### src/rtl/riscv_pkg.sv
// Shared types for the RV32I/RV64I decode stage: opcodes, immediate formats,
// ALU operation classes and the bundle of decoded control bits.
package riscv_pkg;

  typedef enum logic [6:0] {
    OPC_LOAD   = 7'b0000011,
    OPC_STORE  = 7'b0100011,
    OPC_BRANCH = 7'b1100011,
    OPC_JAL    = 7'b1101111,
    OPC_JALR   = 7'b1100111,
    OPC_OP_IMM = 7'b0010011,
    OPC_OP     = 7'b0110011,
    OPC_LUI    = 7'b0110111,
    OPC_AUIPC  = 7'b0010111
  } opcode_e;

  typedef enum logic [2:0] {
    IMM_NONE = 3'd0,
    IMM_I    = 3'd1,
    IMM_S    = 3'd2,
    IMM_B    = 3'd3,
    IMM_U    = 3'd4,
    IMM_J    = 3'd5
  } imm_type_e;

  typedef enum logic [1:0] {
    ALU_ADD    = 2'b00,
    ALU_BRANCH = 2'b01,
    ALU_RTYPE  = 2'b10,
    ALU_ITYPE  = 2'b11
  } alu_op_e;

  typedef struct packed {
    logic      alu_src;
    logic      mem_to_reg;
    logic      reg_write;
    logic      mem_read;
    logic      mem_write;
    logic      branch;
    logic      jump;
    logic      illegal;
    logic      uses_rs1;
    logic      uses_rs2;
    alu_op_e   alu_op;
    imm_type_e imm_type;
  } ctrl_t;

endpackage

### src/rtl/riscv_imm_gen.sv
// Combinational immediate generator: assembles the I/S/B/U/J immediate from the
// instruction word and sign-extends it from bit 31 to XLEN.
module riscv_imm_gen
  import riscv_pkg::*;
#(
  parameter int XLEN = 32
) (
  input  logic [31:0]     instr,
  input  imm_type_e       imm_type,
  output logic [XLEN-1:0] imm
);

  logic [31:0] imm32_s;

  // Format-specific bit scatter into a 32-bit sign-extended immediate
  always_comb begin
    imm32_s = 32'd0;
    case (imm_type)
      IMM_I:   imm32_s = {{20{instr[31]}}, instr[31:20]};
      IMM_S:   imm32_s = {{20{instr[31]}}, instr[31:25], instr[11:7]};
      IMM_B:   imm32_s = {{19{instr[31]}}, instr[31], instr[7], instr[30:25], instr[11:8], 1'b0};
      IMM_U:   imm32_s = {instr[31:12], 12'd0};
      IMM_J:   imm32_s = {{11{instr[31]}}, instr[31], instr[19:12], instr[20], instr[30:21], 1'b0};
      default: imm32_s = 32'd0;
    endcase
  end

  assign imm = XLEN'($signed(imm32_s));

endmodule

### src/rtl/riscv_decode_stage.sv
// ID stage: decodes the instruction in IF/ID, detects load-use hazards and
// holds the decoded result in a valid/ready handshaked ID/EX register.
module riscv_decode_stage #(
  parameter int XLEN          = 32,
  parameter int REGFILE_COUNT = 32,
  localparam int RW           = $clog2(REGFILE_COUNT)
) (
  input  logic            clk_i,
  input  logic            rst_i,
  input  logic            valid_i,
  output logic            ready_o,
  input  logic [XLEN-1:0] pc_i,
  input  logic [31:0]     instr_i,
  output logic [RW-1:0]   rs1_o,
  output logic [RW-1:0]   rs2_o,
  input  logic [XLEN-1:0] rs1_data_i,
  input  logic [XLEN-1:0] rs2_data_i,
  input  logic            ex_mem_read_i,
  input  logic [RW-1:0]   ex_rd_i,
  input  logic            flush_i,
  output logic            valid_o,
  input  logic            ready_i,
  output logic [XLEN-1:0] pc_o,
  output logic [XLEN-1:0] imm_o,
  output logic [XLEN-1:0] rs1_data_o,
  output logic [XLEN-1:0] rs2_data_o,
  output logic [RW-1:0]   rs1_idx_o,
  output logic [RW-1:0]   rs2_idx_o,
  output logic [RW-1:0]   rd_o,
  output logic            alu_src_o,
  output logic            mem_to_reg_o,
  output logic            reg_write_o,
  output logic            mem_read_o,
  output logic            mem_write_o,
  output logic            branch_o,
  output logic            jump_o,
  output logic [1:0]      alu_op_o,
  output logic [2:0]      funct3_o,
  output logic [6:0]      funct7_o,
  output logic            illegal_o
);

  import riscv_pkg::*;

  opcode_e         opcode_s;
  ctrl_t           ctrl_s;
  logic [RW-1:0]   rd_s;
  logic [XLEN-1:0] imm_s;
  logic            hazard_s;
  logic            load_s;
  logic            accept_s;

  assign opcode_s = opcode_e'(instr_i[6:0]);
  assign rs1_o    = RW'(instr_i[19:15]);
  assign rs2_o    = RW'(instr_i[24:20]);
  assign rd_s     = RW'(instr_i[11:7]);

  // Opcode to control bits, immediate format and register-use flags
  always_comb begin
    ctrl_s = '0;
    case (opcode_s)
      OPC_LOAD: begin
        ctrl_s.alu_src    = 1'b1;
        ctrl_s.reg_write  = 1'b1;
        ctrl_s.mem_read   = 1'b1;
        ctrl_s.mem_to_reg = 1'b1;
        ctrl_s.uses_rs1   = 1'b1;
        ctrl_s.imm_type   = IMM_I;
      end
      OPC_STORE: begin
        ctrl_s.alu_src   = 1'b1;
        ctrl_s.mem_write = 1'b1;
        ctrl_s.uses_rs1  = 1'b1;
        ctrl_s.uses_rs2  = 1'b1;
        ctrl_s.imm_type  = IMM_S;
      end
      OPC_BRANCH: begin
        ctrl_s.branch   = 1'b1;
        ctrl_s.alu_op   = ALU_BRANCH;
        ctrl_s.uses_rs1 = 1'b1;
        ctrl_s.uses_rs2 = 1'b1;
        ctrl_s.imm_type = IMM_B;
      end
      OPC_JAL: begin
        ctrl_s.jump      = 1'b1;
        ctrl_s.reg_write = 1'b1;
        ctrl_s.imm_type  = IMM_J;
      end
      OPC_JALR: begin
        ctrl_s.alu_src   = 1'b1;
        ctrl_s.jump      = 1'b1;
        ctrl_s.reg_write = 1'b1;
        ctrl_s.uses_rs1  = 1'b1;
        ctrl_s.imm_type  = IMM_I;
      end
      OPC_OP_IMM: begin
        ctrl_s.alu_src   = 1'b1;
        ctrl_s.alu_op    = ALU_ITYPE;
        ctrl_s.reg_write = 1'b1;
        ctrl_s.uses_rs1  = 1'b1;
        ctrl_s.imm_type  = IMM_I;
      end
      OPC_OP: begin
        ctrl_s.alu_op    = ALU_RTYPE;
        ctrl_s.reg_write = 1'b1;
        ctrl_s.uses_rs1  = 1'b1;
        ctrl_s.uses_rs2  = 1'b1;
      end
      OPC_LUI, OPC_AUIPC: begin
        ctrl_s.alu_src   = 1'b1;
        ctrl_s.reg_write = 1'b1;
        ctrl_s.imm_type  = IMM_U;
      end
      default: begin
        // Unknown opcodes still read rs1 for hazard purposes
        ctrl_s.illegal  = 1'b1;
        ctrl_s.uses_rs1 = 1'b1;
      end
    endcase
  end

  riscv_imm_gen #(.XLEN(XLEN)) u_imm_gen (
    .instr    (instr_i),
    .imm_type (ctrl_s.imm_type),
    .imm      (imm_s)
  );

  assign hazard_s = valid_i & ex_mem_read_i & (ex_rd_i != {RW{1'b0}}) &
                    ((ctrl_s.uses_rs1 & (ex_rd_i == rs1_o)) |
                     (ctrl_s.uses_rs2 & (ex_rd_i == rs2_o)));
  assign load_s   = ~valid_o | ready_i;
  assign accept_s = valid_i & ~hazard_s;
  assign ready_o  = load_s & ~hazard_s;

  // ID/EX register: reset, then flush, then load (bubble on hazard), else hold
  always_ff @(posedge clk_i) begin
    if (rst_i) begin
      valid_o      <= 1'b0;
      pc_o         <= {XLEN{1'b0}};
      imm_o        <= {XLEN{1'b0}};
      rs1_data_o   <= {XLEN{1'b0}};
      rs2_data_o   <= {XLEN{1'b0}};
      rs1_idx_o    <= {RW{1'b0}};
      rs2_idx_o    <= {RW{1'b0}};
      rd_o         <= {RW{1'b0}};
      alu_src_o    <= 1'b0;
      mem_to_reg_o <= 1'b0;
      reg_write_o  <= 1'b0;
      mem_read_o   <= 1'b0;
      mem_write_o  <= 1'b0;
      branch_o     <= 1'b0;
      jump_o       <= 1'b0;
      alu_op_o     <= 2'b00;
      funct3_o     <= 3'd0;
      funct7_o     <= 7'd0;
      illegal_o    <= 1'b0;
    end else if (flush_i) begin
      valid_o     <= 1'b0;
      reg_write_o <= 1'b0;
      mem_read_o  <= 1'b0;
      mem_write_o <= 1'b0;
      branch_o    <= 1'b0;
      jump_o      <= 1'b0;
      illegal_o   <= 1'b0;
    end else if (load_s) begin
      valid_o      <= accept_s;
      pc_o         <= pc_i;
      imm_o        <= imm_s;
      rs1_data_o   <= rs1_data_i;
      rs2_data_o   <= rs2_data_i;
      rs1_idx_o    <= rs1_o;
      rs2_idx_o    <= rs2_o;
      rd_o         <= rd_s;
      alu_src_o    <= ctrl_s.alu_src;
      mem_to_reg_o <= ctrl_s.mem_to_reg;
      reg_write_o  <= ctrl_s.reg_write & accept_s & (rd_s != {RW{1'b0}});
      mem_read_o   <= ctrl_s.mem_read & accept_s;
      mem_write_o  <= ctrl_s.mem_write & accept_s;
      branch_o     <= ctrl_s.branch & accept_s;
      jump_o       <= ctrl_s.jump & accept_s;
      alu_op_o     <= ctrl_s.alu_op;
      funct3_o     <= instr_i[14:12];
      funct7_o     <= instr_i[31:25];
      illegal_o    <= ctrl_s.illegal & accept_s;
    end
  end

endmodule

### config.mk
export PLATFORM = sky130hd
export DESIGN_NAME = riscv_decode_stage
export DESIGN_NICKNAME = d
export VERILOG_FILES = /design/src/rtl/riscv_pkg.sv /design/src/rtl/riscv_imm_gen.sv /design/src/rtl/riscv_decode_stage.sv
export SDC_FILE = /design/constraint.sdc
export NUM_CORES = 1
export LEC_CHECK = 0
export ABC_AREA = 1
export CAP_MARGIN = 10
export CORE_MARGIN = 4
export CORE_UTILIZATION = 41
export CTS_CLUSTER_DIAMETER = 30
export DETAILED_ROUTE_END_ITERATION = 8
export GPL_TIMING_DRIVEN = 1
export HOLD_SLACK_MARGIN = 0.05
export PLACE_DENSITY = 0.8
export RECOVER_POWER = 50
export SLEW_MARGIN = 20
export SYNTH_ARGS = -nofsm -noshare
export SYNTH_HDL_FRONTEND = slang
export SYNTH_HIERARCHICAL = 1
export SYNTH_SLANG_ARGS = --single-unit
### constraint.sdc
create_clock -name clk_i -period 1.9 [get_ports clk_i]
set_input_delay 0.285 -clock clk_i [delete_from_list [all_inputs] [get_ports clk_i]]
set_output_delay 0.285 -clock clk_i [all_outputs]
set_load 0.01 [all_outputs]
# Word level (Yosys, flattened, before mapping)
# Index checks and enable logic that the tools add are counted.
# Widths: inputs -> output; s select.
dict set report word_totals {
  in_bits 139
  regBits 164
  n_memories 0
  word_cells 78
  rom_bits 0
  latchBits 0
  ramBits 0
  out_inout_bits 175
}
dict set report op_classes {
  shift 0
  bitwise 19
  addsub 0
  order_cmp 0
  muxes 12
  reduce_logical 12
  eq_ne 16
  div 0
  multipliers 0
}
# op count
set op_table {}
lappend op_table {{$pmux 32 s5} 1}
lappend op_table {{$eq 7x6->1 const B} 3}
lappend op_table {{$eq 7x7->1 const B} 3}
lappend op_table {{$pmux 3 s5} 1}
lappend op_table {{$and 1x1->1} 14}
lappend op_table {{$eq 7x5->1 const B} 2}
lappend op_table {{$eq 5x5->1} 2}
lappend op_table {{$reduce_bool 5->1} 2}
lappend op_table {{$mux 1} 9}
lappend op_table {{$reduce_or 3->1} 3}
lappend op_table {{$reduce_or 9->1} 1}
lappend op_table {{$eq 7x2->1 const B} 1}
lappend op_table {{$reduce_or 7->1} 1}
lappend op_table {{$eq 3x2->1 const B} 2}
lappend op_table {{$eq 3x3->1 const B} 2}
lappend op_table {{$pmux 2 s3} 1}
lappend op_table {{$reduce_or 2->1} 3}
lappend op_table {{$reduce_or 6->1} 1}
lappend op_table {{$eq 3x1->1 const B} 1}
lappend op_table {{$not 1->1} 3}
lappend op_table {{$or 1x1->1} 2}
lappend op_table {{$reduce_and 2->1} 1}

# Longest topological paths before layout
dict set report logic_depth {
  ltp_word 10
  mapped_depth 14
  ltp_nobuf 13
}

# Hierarchy
# Netlist, hierarchy kept.
# module area_each_um2 instances seq_area_each_um2 cells_per_inst
set by_module_without_submodules {}
lappend by_module_without_submodules {riscv_decode_stage 6134.6 1 3283.1 814}
lappend by_module_without_submodules {riscv_imm_gen 455.4 1 0.0 92}

# Worst setup path after synthesis
# Ideal clock, no wire load.
dict set report synth_path {
  path_type {input to register}
  start {in instr_i[0]}
  end {reg imm_o[10]}
  arrival_ns 1.416
  path_slack_ns 0.368
  path_stages 13
  setup_ns 0.116
  cell_sequence {nand2_2 -> nor2_4 -> nand2_1 -> nand2_1 -> nor2_2 -> nand2_1 -> buf_4 -> nand2_1 -> o21ai_1 -> inv_1 -> nor2_1 -> nor2_1 -> nor2_1}
}
# item line
set synth_rtl {}
lappend synth_rtl {{start, declared} riscv_decode_stage.sv:13} ;# input logic [31:0] instr_i,
lappend synth_rtl {{end signal, assigned} riscv_decode_stage.sv:140} ;# imm_o <= {XLEN{1'b0}};
lappend synth_rtl {{end signal, assigned} riscv_decode_stage.sv:168} ;# imm_o <= imm_s;
lappend synth_rtl {{end, declared} riscv_decode_stage.sv:24} ;# output logic [XLEN-1:0] imm_o,

# Worst setup path in the final report
dict set report layout_path {
  start {in instr_i[22]}
  end {out rs2_o[2]}
}
# item line
set layout_rtl {}
lappend layout_rtl {{end, declared} riscv_decode_stage.sv:15} ;# output logic [RW-1:0] rs2_o,
# No word-level cell between the ends.

==> run metrics <==
DR vias=~7200; number of CTS-inserted buffers=17; worst path buffer plus inverter count=3; TNS Setup=0 ns; relative slew slack=between 50% and 60%; Worst Setup SP=instr_i[22]; area grow syn2layout=63.41%; CP Capture Type=output port; Die Y=about 130 um; share of the synthesized area in the top cell type=~50%; worst stage delay on the critical path=0.57 ns; DP Wirelength=about 17000 um; Vias/cell=between 4 and 5; gr ovfl total=0; HP Class=in2reg; total track usage=between 20% and 30%; post-synthesis register bit count=between 150 and 200; antenna violations before repair=1; largest area contributor in the netlist=dfxtp_1; sequential share of the synthesized area=approximately half; share of cells above drive strength 1=under 10%; Worst-Skew Late Latency=around 0.43 ns; CP Data Arrival Time=1.59 ns; clk_skew=between 0.006 and 0.007 ns; setup repair after global routing missed its margin=false; slowest CP cell=clkdlybuf4s50_1; final WL=24040 um; outcome=finished, final reports clean; post-route ant nets=0; core region area=roughly 16000 um2; number of synthesized flops with an enable pin=0; CP Launch Type=input pin; most frequent CP cell=clkdlybuf4s50_1; Die X=around 130 um; Post-Syn Nets=roughly 1000; max-capacitance violation count=0; Worst Hold Launch=instr_i[16]; fin crit share=a little over nine tenths; Yosys warning count=6; worst reg2reg path startpoint=valid_o; maximum clock frequency=about 0.53 GHz; H-tree depth=4; Rows=46; Starting Density=around two fifths; Pwr Density=between 800 and 900 nW/um2; Async SR Flop Fraction=0%; Setup Viol. Count Final=0; Worst Setup Path Type=in2out; Util after Layout=between 60% and 70%; largest net degree at the start of global routing=73; clock sinks=between 150 and 200; Synth area leaders=dfxtp_1 (50%), nor2_1 (18%), o21ai_0 (12%); flop2flop setup slack=0.25 ns; Longest Clk Path Bufs=2; Worst-path clk slew=0.06 ns; Setup crit end=rs2_o[2]; GPL Wtd Cong=about 0.89; Post-synth top flop=dfxtp_1; Initial DRC Count=roughly 400; commonest non-fill, non-tap cell in the layout=nor2_1; CTS tree=built; Max Slew Vio Count=0; WP data required=between 1.5 and 2 ns; worst slew pin tran=0.6685 ns; Post-Synthesis Cells=just over 900; Pleak=4.670 nW; post-route insts no fill=~1400; worst-path fanout max=4; Top delay family on crit path=buffers and inverters; cells on worst reg2reg path=7; Post-route DRC=0; first-pass GRT wire length=roughly 37000 um; wire length per cell=approximately 17 um; hold path depth=4; Mapped Area=6590 um2; Nets=1360; Peak supply drop=around 570 uV; Unique masters post-synth=25; Tmin final=1.877 ns; worst path cell trace=clkdlybuf4s50_1 -> buf_4 -> clkdlybuf4s50_1; Final Hold Viols=0; clk root buf=clkbuf_16; Avg Cell Area, Syn=between 7 and 8 um2; vias in the first global route=just under 7000; port bufs=~310; num ports=approximately 310; Die ar.=around 18000 um2; DP Cell Count=about 1400; most frequent cells in the layout=nor2_1 (314), clkdlybuf4s50_1 (271), dfxtp_1 (164); filler cell count=1301; Pre-Repair DR Iteration Count=5; Final Power=8.761 mW; CP Depth=3; Worst R2R End=imm_o[15]
## per-layer routing
layer | vias to the layer above | share of wire, % | global-route usage (%)
met5 | - | 0 | 0
met3 | 42 | 10 | 9.762
met2 | 292 | 48 | 42.25
met1 | 3312 | 39 | 30.11
met4 | 0 | 2.5 | 9.615
li1 | 3523 | - | -
## cell type report
cell class                 instances  area (um2)  area share, %
multi-input combinational        637        2859          26.55
antenna                            1       2.502        0.02324
timing repair buffer             368        3665          34.03
clock buffer                      22       484.2          4.496
inverter                          33       128.9          1.197
sequential                       164        3283          30.49
tap                              216       270.3          2.510
clock inverter                     8       76.32         0.7087
## report_power, final
| part | total [mW] | switching [mW] | internal (mW) |
|---|---|---|---|
| combinational | 1.63 | 0.766 | 0.867 |
| clock | 3.33 | 1.40 | 1.93 |
| sequential | 3.80 | 0.118 | 3.68 |
| total | 8.76 | 2.29 | 6.47 |
## Yosys cell counts (4+ instances only)
| master | instances |
|---|---|
| clkbuf_1 | 32 |
| o21ai_0 | 157 |
| inv_1 | 25 |
| nor2_4 | 4 |
| nand2_1 | 57 |
| a21oi_1 | 18 |
| buf_2 | 19 |
| inv_2 | 8 |
| nand4_1 | 4 |
| dfxtp_1 | 164 |
| buf_4 | 19 |
| nor2_1 | 317 |
| xnor2_1 | 5 |
| nand2_2 | 7 |
| nand3_1 | 56 |
## worst min path at each step
stage,slack [ns],endpoint
3_5_place_dp,0.45,jump_o
2_1_floorplan,0.35,alu_op_o[1]
3_3_place_gp,0.45,jump_o
4_1_cts,0.42,rs2_data_o[1]
6_report,0.32,rs1_idx_o[1]
5_1_grt,0.36,rs1_idx_o[1]
## cells by family (layout without fill, tap and decap cells)
| kind of cell | after synthesis | after routing | synth area share, % |
|---|---|---|---|
| simple gates | 451 | 451 | 27.89 |
| xor+xnor | 6 | 6 | 0.7974 |
| other cells | 0 | 1 | 0 |
| flops | 164 | 164 | 49.82 |
| compound gates | 180 | 180 | 13.84 |
| buf+inv | 105 | 431 | 7.652 |
## flip-flops by register name (all words and copies together), names as in the netlist, 2 cells and up
| name | count |
|---|---|
| imm_o | 32 |
| pc_o | 32 |
| rs1_data_o | 32 |
| rs2_data_o | 32 |
| funct7_o | 7 |
| rd_o | 5 |
| rs1_idx_o | 5 |
| rs2_idx_o | 5 |
| funct3_o | 3 |
| alu_op_o | 2 |
## tightest hold or removal path: stages
cell            delay, ns
dlymetal6s2s_1       0.16
inv_1                0.09
buf_4                0.10
a21oi_1              0.05
## what timing repair did
item / CTS / global route
setup buffers: 0 / 2
pin swaps: 4 / 7
gates resized for setup: 14 / 18
hold buffers: 0 / 0
gates cloned: 0 / 3
endpoints found under the setup margin: 12 / 30
## stage by stage
step | setup slack (ns) | hold WS, ns | instance area, um2
6_report | 0.02315 | 0.3163 | 10770
5_1_grt | 0.002437 | 0.3554 | 10770
4_1_cts | 0.007184 | 0.4234 | 10690
3_5_place_dp | -0.5553 | 0.4544 | 10120
3_3_place_gp | -0.4843 | 0.4541 | 10120
2_1_floorplan | 0.3683 | 0.3541 | 6590
Note: power is estimated with default switching activity, not from simulation.
